**src/rtl/ps2_scancode_receiver.sv**
```systemverilog
// PS/2 keyboard receiver: synchronises the raw PS/2 lines, deframes
// 11-bit frames on ps2_clk falling edges, folds 0xE0/0xF0 prefixes into
// flags on the following code byte and buffers results in a show-ahead FIFO.
module ps2_scancode_receiver #(
  parameter int FIFO_DEPTH     = 4,
  parameter int SYNC_STAGES    = 2,
  parameter int TIMEOUT_CYCLES = 10000
) (
  input  logic                            clk,
  input  logic                            rst_n,
  input  logic                            ps2_clk,
  input  logic                            ps2_data,
  output logic [7:0]                      code,
  output logic                            extended,
  output logic                            release_flag,
  output logic                            valid,
  input  logic                            ready,
  output logic                            parity_err,
  output logic                            frame_err,
  output logic                            overflow,
  output logic [$clog2(FIFO_DEPTH+1)-1:0] count
);

  localparam int PW = $clog2(FIFO_DEPTH);
  localparam int CW = $clog2(FIFO_DEPTH + 1);
  localparam int TW = $clog2(TIMEOUT_CYCLES + 1);

  typedef enum logic [1:0] {
    ST_IDLE   = 2'd0,
    ST_DATA   = 2'd1,
    ST_PARITY = 2'd2,
    ST_STOP   = 2'd3
  } state_t;

  logic [SYNC_STAGES-1:0] clk_sync_r, data_sync_r;
  logic                   clk_prev_r;
  logic                   fall_s, bit_s;

  state_t          state_r, state_s;
  logic [2:0]      bit_cnt_r, bit_cnt_s;
  logic [7:0]      shift_r, shift_s;
  logic            parity_ok_r, parity_ok_s;
  logic [TW-1:0]   tmo_cnt_r, tmo_cnt_s;
  logic            accept_s, perr_s, ferr_s;

  logic            accept_r;
  logic [7:0]      byte_r;
  logic            ext_pend_r, rel_pend_r;
  logic            push_s, pop_s, full_s, write_s;

  logic [9:0]      mem_r [FIFO_DEPTH];
  logic [PW-1:0]   wr_ptr_r, rd_ptr_r;
  logic [CW-1:0]   count_r;

  assign fall_s       = clk_prev_r & ~clk_sync_r[SYNC_STAGES-1];
  assign bit_s        = data_sync_r[SYNC_STAGES-1];
  assign valid        = (count_r != {CW{1'b0}});
  assign count        = count_r;
  assign code         = mem_r[rd_ptr_r][7:0];
  assign release_flag = mem_r[rd_ptr_r][8];
  assign extended     = mem_r[rd_ptr_r][9];

  // Synchronisers for the asynchronous PS/2 lines, idling high.
  always_ff @(posedge clk or negedge rst_n) begin
    if (!rst_n) begin
      clk_sync_r  <= {SYNC_STAGES{1'b1}};
      data_sync_r <= {SYNC_STAGES{1'b1}};
      clk_prev_r  <= 1'b1;
    end else begin
      clk_sync_r  <= {clk_sync_r[SYNC_STAGES-2:0], ps2_clk};
      data_sync_r <= {data_sync_r[SYNC_STAGES-2:0], ps2_data};
      clk_prev_r  <= clk_sync_r[SYNC_STAGES-1];
    end
  end

  // Frame FSM state and datapath registers.
  always_ff @(posedge clk or negedge rst_n) begin
    if (!rst_n) begin
      state_r     <= ST_IDLE;
      bit_cnt_r   <= 3'd0;
      shift_r     <= 8'd0;
      parity_ok_r <= 1'b0;
      tmo_cnt_r   <= {TW{1'b0}};
      accept_r    <= 1'b0;
      byte_r      <= 8'd0;
      parity_err  <= 1'b0;
      frame_err   <= 1'b0;
    end else begin
      state_r     <= state_s;
      bit_cnt_r   <= bit_cnt_s;
      shift_r     <= shift_s;
      parity_ok_r <= parity_ok_s;
      tmo_cnt_r   <= tmo_cnt_s;
      accept_r    <= accept_s;
      byte_r      <= shift_r;
      parity_err  <= perr_s;
      frame_err   <= ferr_s;
    end
  end

  // Next-state logic: advances only on ps2_clk falling edges; the inactivity
  // timeout overrides everything and abandons the partial frame.
  always_comb begin
    state_s     = state_r;
    bit_cnt_s   = bit_cnt_r;
    shift_s     = shift_r;
    parity_ok_s = parity_ok_r;
    tmo_cnt_s   = {TW{1'b0}};
    accept_s    = 1'b0;
    perr_s      = 1'b0;
    ferr_s      = 1'b0;

    if (state_r != ST_IDLE && !fall_s) begin
      tmo_cnt_s = tmo_cnt_r + TW'(1);
    end else begin
      tmo_cnt_s = {TW{1'b0}};
    end

    case (state_r)
      ST_IDLE: begin
        if (fall_s && !bit_s) begin
          state_s   = ST_DATA;
          bit_cnt_s = 3'd0;
        end else begin
          state_s = ST_IDLE;
        end
      end
      ST_DATA: begin
        if (fall_s) begin
          shift_s = {bit_s, shift_r[7:1]};
          if (bit_cnt_r == 3'd7) begin
            state_s = ST_PARITY;
          end else begin
            bit_cnt_s = bit_cnt_r + 3'd1;
          end
        end else begin
          state_s = ST_DATA;
        end
      end
      ST_PARITY: begin
        if (fall_s) begin
          parity_ok_s = ^{shift_r, bit_s};
          state_s     = ST_STOP;
        end else begin
          state_s = ST_PARITY;
        end
      end
      ST_STOP: begin
        if (fall_s) begin
          state_s = ST_IDLE;
          if (!bit_s) begin
            ferr_s = 1'b1;
          end else if (parity_ok_r) begin
            accept_s = 1'b1;
          end else begin
            perr_s = 1'b1;
          end
        end else begin
          state_s = ST_STOP;
        end
      end
      default: begin
        state_s = ST_IDLE;
      end
    endcase

    if (state_r != ST_IDLE && !fall_s && tmo_cnt_s == TW'(TIMEOUT_CYCLES)) begin
      state_s   = ST_IDLE;
      tmo_cnt_s = {TW{1'b0}};
      ferr_s    = 1'b1;
    end else begin
      ferr_s = ferr_s;
    end
  end

  assign push_s  = accept_r && (byte_r != 8'hE0) && (byte_r != 8'hF0);
  assign pop_s   = valid && ready;
  assign full_s  = (count_r == CW'(FIFO_DEPTH));
  assign write_s = push_s && (!full_s || pop_s);

  // Prefix flags: armed by 0xE0/0xF0, consumed by the next code, dropped on error.
  always_ff @(posedge clk or negedge rst_n) begin
    if (!rst_n) begin
      ext_pend_r <= 1'b0;
      rel_pend_r <= 1'b0;
    end else if (parity_err || frame_err) begin
      ext_pend_r <= 1'b0;
      rel_pend_r <= 1'b0;
    end else if (accept_r) begin
      if (byte_r == 8'hE0) begin
        ext_pend_r <= 1'b1;
      end else if (byte_r == 8'hF0) begin
        rel_pend_r <= 1'b1;
      end else begin
        ext_pend_r <= 1'b0;
        rel_pend_r <= 1'b0;
      end
    end
  end

  // Show-ahead FIFO; a push into a full FIFO survives only if a pop frees a slot.
  always_ff @(posedge clk or negedge rst_n) begin
    if (!rst_n) begin
      for (int i = 0; i < FIFO_DEPTH; i++) begin
        mem_r[i] <= 10'd0;
      end
      wr_ptr_r <= {PW{1'b0}};
      rd_ptr_r <= {PW{1'b0}};
      count_r  <= {CW{1'b0}};
      overflow <= 1'b0;
    end else begin
      overflow <= push_s && full_s && !pop_s;
      if (write_s) begin
        mem_r[wr_ptr_r] <= {ext_pend_r, rel_pend_r, byte_r};
        wr_ptr_r        <= wr_ptr_r + PW'(1);
      end
      if (pop_s) begin
        rd_ptr_r <= rd_ptr_r + PW'(1);
      end
      case ({write_s, pop_s})
        2'b10:   count_r <= count_r + CW'(1);
        2'b01:   count_r <= count_r - CW'(1);
        default: count_r <= count_r;
      endcase
    end
  end

endmodule

```
**config.mk**
```make
export PLATFORM = sky130hd
export DESIGN_NAME = ps2_scancode_receiver
export DESIGN_NICKNAME = d
export VERILOG_FILES = /design/src/rtl/ps2_scancode_receiver.sv
export SDC_FILE = /design/constraint.sdc
export NUM_CORES = 1
export LEC_CHECK = 0
export BUFFER_PORTS_ARGS = -buffer_cell sky130_fd_sc_hd__buf_2
export CAP_MARGIN = 10
export CORE_AREA = 2 2 62 123
export DETAILED_ROUTE_END_ITERATION = 10
export DIE_AREA = 0 0 64 125
export PLACE_DENSITY = 0.89
export REMOVE_ABC_BUFFERS = 1
export SLEW_MARGIN = 25
export SYNTH_ARGS = -nofsm -noshare
export SYNTH_HDL_FRONTEND = slang
export SYNTH_SLANG_ARGS = --single-unit
export TNS_END_PERCENT = 20
```
**constraint.sdc**
```tcl
create_clock -name clk -period 6 [get_ports clk]
set_input_delay 0.9 -clock clk [delete_from_list [all_inputs] [get_ports clk]]
set_output_delay 0.9 -clock clk [all_outputs]
set_load 0.02 [all_outputs]
```
==> Word-level counts from Yosys, hierarchy flattened <==
Index checks and enable logic that the tools add are counted.
{ "word_totals": {"regBits": 94, "inputBits": 5, "output_inout_bits": 17, "word_cells": 121} }
{ "op_classes": {"n_addsub": 6, "order_cmp": 3, "eq_ne": 18, "muxes": 40, "bitwise": 4, "n_reduce_logical": 28} }
{ "ops": {"columns": ["op", "count"], "rows": [
  ["40-bit bitwise mux", 1],
  ["10-bit two-way mux", 3],
  ["14-bit two-way mux", 2],
  ["1-bit two-way mux", 22],
  ["10-bit binary-select mux with 2-bit select", 1],
  ["10-bit demux with 2-bit select", 1],
  ["8-bit equality test, second input constant", 2],
  ["8-bit inequality test, second input constant", 2],
  ["14-bit by 1-bit adder with 14-bit output, second input constant", 1],
  ["14-bit equality test, second input constant", 1],
  ["3-bit one-hot mux with 2 select lines", 2],
  ["1-bit logical AND", 10],
  ["3-bit two-way mux", 3],
  ["9-bit XOR reduction", 1],
  ["2-bit two-way mux", 4],
  ["2-bit inequality test, second input constant", 4],
  ["2-bit one-hot mux with 4 select lines", 1],
  ["2-bit AND reduction", 4],
  ["2-bit nonzero test", 4],
  ["3-bit by 1-bit adder with 3-bit output, second input constant", 2],
  ["2-bit equality test, second input constant", 3],
  ["3-bit equality test, second input constant", 2],
  ["3-bit >= comparator, second input constant", 2],
  ["2-bit NOT with 3-bit output", 2],
  ["other kinds (13)", 19]
]} }

==> Logic depth before layout (Yosys ltp) <==
{ "depth": {"depth_word": 8, "depth_mapped": 11, "ltp_nobuf": 10} }

==> Worst setup path before layout <==
Ideal clock, no wire load.
{ "synth_timing": {"kind": "input to register", "start": "input port ready", "end": "register count_r[2] (netlist: count[2])", "setup_ps": 80, "arrival_ps": 2869, "required_time_ps": 5920, "slack_ps": 3052, "cell_stages": 10, "path_buffers": 1, "path_cell_list": "or4b_2 > nor2b_1 > clkbuf_1 > inv_1 > ha_1 > inv_1 > fa_1 > xor2_1 > nor2_1 > xor2_1"} }
{ "synth_via": {"elab_chain_cells": 5, "word_cells_on_any_way": 7, "cone_classes": "eq/ne (2); mux (1); reduce/logical (4)"} }
{ "synth_lines": {"columns": ["item", "line_no", "text"], "rows": [
  ["from (decl)", "17", "input logic ready,"],
  ["1-bit logical AND (*)", "177", "assign pop_s = valid && ready;"],
  ["1-bit logical OR", "179", "assign write_s = push_s && (!full_s || pop_s);"],
  ["1-bit logical AND", "179", null],
  ["2-bit by 1-bit equality test with 1-bit output or 2-bit equality test (tied branches)", "220", "case ({write_s, pop_s})"],
  ["3-bit one-hot mux with 2 select lines or 2-bit nonzero test (tied branches)", null, null],
  ["to (signal assigned)", "221", "2'b10: count_r <= count_r + CW'(1);"],
  ["to (signal assigned)", "222", "2'b01: count_r <= count_r - CW'(1);"],
  ["to (signal assigned)", "223", "default: count_r <= count_r;"],
  ["to (decl)", "53", "logic [CW-1:0] count_r;"]
]} }
Every way passes the cells marked *; elsewhere a longest branch is shown, timed or not.
A chain may end at the register's enable or synchronous reset.

==> Worst setup path in the final report <==
{ "layout_timing": {"start": "register rd_ptr_r[0]", "end": "output port code[2]"} }
{ "layout_via": {"elab_chain_cells": 4} }
{ "layout_lines": {"columns": ["item", "line_no", "text"], "rows": [
  ["from (decl)", "52", "logic [PW-1:0] wr_ptr_r, rd_ptr_r;"],
  ["from (signal assigned)", "208", "rd_ptr_r <= {PW{1'b0}};"],
  ["from (signal assigned)", "218", "rd_ptr_r <= rd_ptr_r + PW'(1);"],
  ["2-bit NOT with 3-bit output (implied by the code)", "59", "assign code = mem_r[rd_ptr_r][7:0];"],
  ["10-bit binary-select mux with 2-bit select", "59", null],
  ["10-bit two-way mux (2 in a row)", null, null],
  ["to (decl)", "13", "output logic [7:0] code,"]
]} }
No other way between the ends. The select of a mux whose other input is x is not followed.

==> metrics.txt <==
run status=completed; Startpoint Class=register; max-slew violation count=0; aggregate global routing overflow=0; worst endpoint required time=5.10 ns; Peak supply drop=0.3455 mV; leakage power=2.202 nW; share of flip-flops with an asynchronous set or reset after synthesis=100.0%; number of standard cells in the final layout excluding fillers=430; number of enable-type register cells in the synthesized netlist=0; DRC Markers=0; endpoint class of the critical path=output port; launch instance of the worst register-to-register path=tmo_cnt_r[3]; total of flip-flops plus latches after synthesis=94; source-to-sink clock delay at the later pin of the worst-skew pair=0.34 ns; H-Tree Level Count=3; Cell Area, Synth=4155 µm²; Setup WS pre-CTS=2.945 ns; Clk pin slew, worst setup/hold paths=0.06 ns; total half-perimeter wirelength after legalization and detailed placement=5006 µm; critical path type=reg -> out; Final Setup Violations=0; Max-Slew Margin vs Limit=49.28%; final worst clock skew=0.007817 ns; # IOs=22; commonest non-fill, non-tap cells in the layout=dfrtp_1, mux2_2, nor2_1; number of endpoints with negative hold slack in the final report=0; Die Footprint=8000 µm²; Die H=125 µm; area of the placeable core=7102 µm²; Resize count post-CTS=0; CTS tree=done; final setup margin=3.136 ns; Slew @ Worst Pin=0.7608 ns; TritonCTS buffer count=9; Final TNS setup=0 ns; count of fill cells added during filler insertion=487; antenna-violating nets left=0; number of port buffers=21; primary flip-flop cell chosen by synthesis mapping=dfrtp_1; wire length of the first global-routing pass=12,820 µm; violation count after the first detailed-route iteration=149; endpoint arrival time on the critical path=1.96 ns; number of placement rows=44; Max Fclk=349.2 MHz; CTS root buffer=clkbuf_16; origin of the worst min-delay path=clk_sync_r[0]; layout cell share with drive strength beyond 1=30.77%; routed length per instance=17.49 µm; number of detailed-route iterations in the first pass=4; # placed instances=414; utilization of the core after routing=65.13%; nets=347; Via-to-Cell Ratio=5.833; Post-CTS Hold Buffers=0; power per standard cell area=400.7 nW/µm²; clk sink count=94; Syn Area/Cell=13.23 µm²; minimum clock period after layout=2.864 ns; Max Buffers Root-to-Sink=2; number of global-route vias before repair=2,667; setup repair bufs after CTS=0; maximum number of pins on one net before global-route repair=52; fraction of the cycle the final worst path needs=47.73%; most common cell after layout, fill and taps aside=dfrtp_1; area growth from synthesis to layout=11.32%; number of violations of the max-capacitance limit=0; Total GRT Usage=21.21%; critical path peak fanout=12; floorplan die width=64 µm; effective utilization at floorplan=58.51%; total number of vias=2,508; synth warn=0; antenna violations before repair=0; Tightest Hold Check Type=reg -> reg; RSZ-0062 raised after global routing=false; share of synthesized area occupied by flip-flops and latches=56.76%; Cell variety after synth=48; number of cells produced by synthesis=314; post-detailed-routing wire length=7519 µm; launching instance or port of the critical path=rd_ptr_r[0]; Final Wtd Congestion=0.8400; count of antenna diodes in the layout=0
## metrics by stage
stage                     power, mW  hold WS (ns)  area (µm²)
final                         1.854        0.3574        4626
after detailed placement      1.262        0.3507        4312
after global routing          1.954        0.3598        4626
after global placement        1.222        0.3476        4312
after floorplan               1.136        0.3452        4074
after CTS                     1.866        0.3587        4626
## report_power, final
part	leakage [nW]	switching [mW]	internal, mW
Clock	0.151	0.219	0.377
Combinational	0.811	0.176	0.190
Sequential	1.24	0.155	0.736
Total	2.20	0.550	1.30
## routing by layer
layer | part of all wire (%) | vias up | global-route usage (%)
met5 | 0 | - | 0
met4 | 2.9 | 0 | 11.64
met3 | 2.9 | 16 | 3.147
met2 | 54 | 44 | 34.87
met1 | 40 | 1306 | 26.62
li1 | - | 1142 | -
## logic make-up (layout without fill, tap and decap cells)
| group | Yosys count | after routing | share of synthesized area (%) |
|---|---|---|---|
| AND/OR/NAND/NOR | 81 | 81 | 10.81 |
| flip-flops | 94 | 94 | 56.76 |
| multiplexers | 59 | 59 | 18.58 |
| XOR/XNOR | 22 | 22 | 4.637 |
| adder cells (fa/ha/maj) | 9 | 9 | 2.891 |
| buffers and inverters | 25 | 49 | 2.860 |
| AO/OA/AOI/OAI | 24 | 24 | 3.463 |
## worst max-delay path, stage by stage (launching register included)
cell	delay [ns]
dfrtp_1	0.83
mux4_2	0.61
buf_2	0.18
## state kept, by name, summed over array words and instances, names as in the netlist
register / flops
mem_r: 40
tmo_cnt_r: 14
byte_r: 8
shift_r: 8
bit_cnt_r: 3
count: 3
clk_sync_r: 2
data_sync_r: 2
rd_ptr_r: 2
state_r: 2
wr_ptr_r: 2
accept_r: 1
clk_prev_r: 1
ext_pend_r: 1
frame_err: 1
overflow: 1
parity_err: 1
parity_ok_r: 1
rel_pend_r: 1
## cells in the mapped netlist, drive strengths merged (2+ instances only)
cell | number | area, µm²
dfrtp | 89 | 2227
clkbuf | 8 | 30.03
or4 | 2 | 16.27
dfstp | 5 | 131.4
nand3 | 11 | 60.06
and3 | 2 | 12.51
o21ai | 9 | 45.04
mux2i | 4 | 40.04
xor2 | 9 | 78.83
xnor2 | 13 | 113.9
nor4 | 4 | 40.04
nand2 | 18 | 67.56
nor3b | 2 | 15.01
a21oi | 7 | 35.03
nand4 | 4 | 40.04
nor2 | 21 | 78.83
mux2 | 45 | 506.7
buf | 7 | 51.29
ha | 8 | 100.1
nor3 | 5 | 25.02
or3 | 3 | 25.03
o31ai | 2 | 15.01
mux4 | 10 | 225.2
inv | 10 | 37.54
a22o | 2 | 17.52
## final cells by class
class / count / area [µm²] / area share [%]
clock inverters: 2 / 60.06 / 1.298
well taps: 92 / 115.1 / 2.488
repair buffers: 23 / 122.6 / 2.651
inverters: 10 / 37.54 / 0.8115
clock buffers: 14 / 254.0 / 5.491
multi-input cells: 195 / 1678 / 36.27
flip-flops and latches: 94 / 2359 / 50.99
## worst paths after layout
| check | to | slack [ns] | cells past startpoint |
|---|---|---|---|
| worst max-delay path | code[2] | 3.14 | 2 |
| worst min-delay path | clk_sync_r[1] | 0.36 | 0 |
| worst max register to register | frame_err | 3.38 | 6 |
| worst min register to register | clk_sync_r[1] | 0.36 | 0 |
| max in group asynchronous | byte_r[1] | 4.46 | 2 |
| min in group asynchronous | tmo_cnt_r[3] | 0.54 | 1 |
Note: power is estimated with default switching activity, not from simulation.
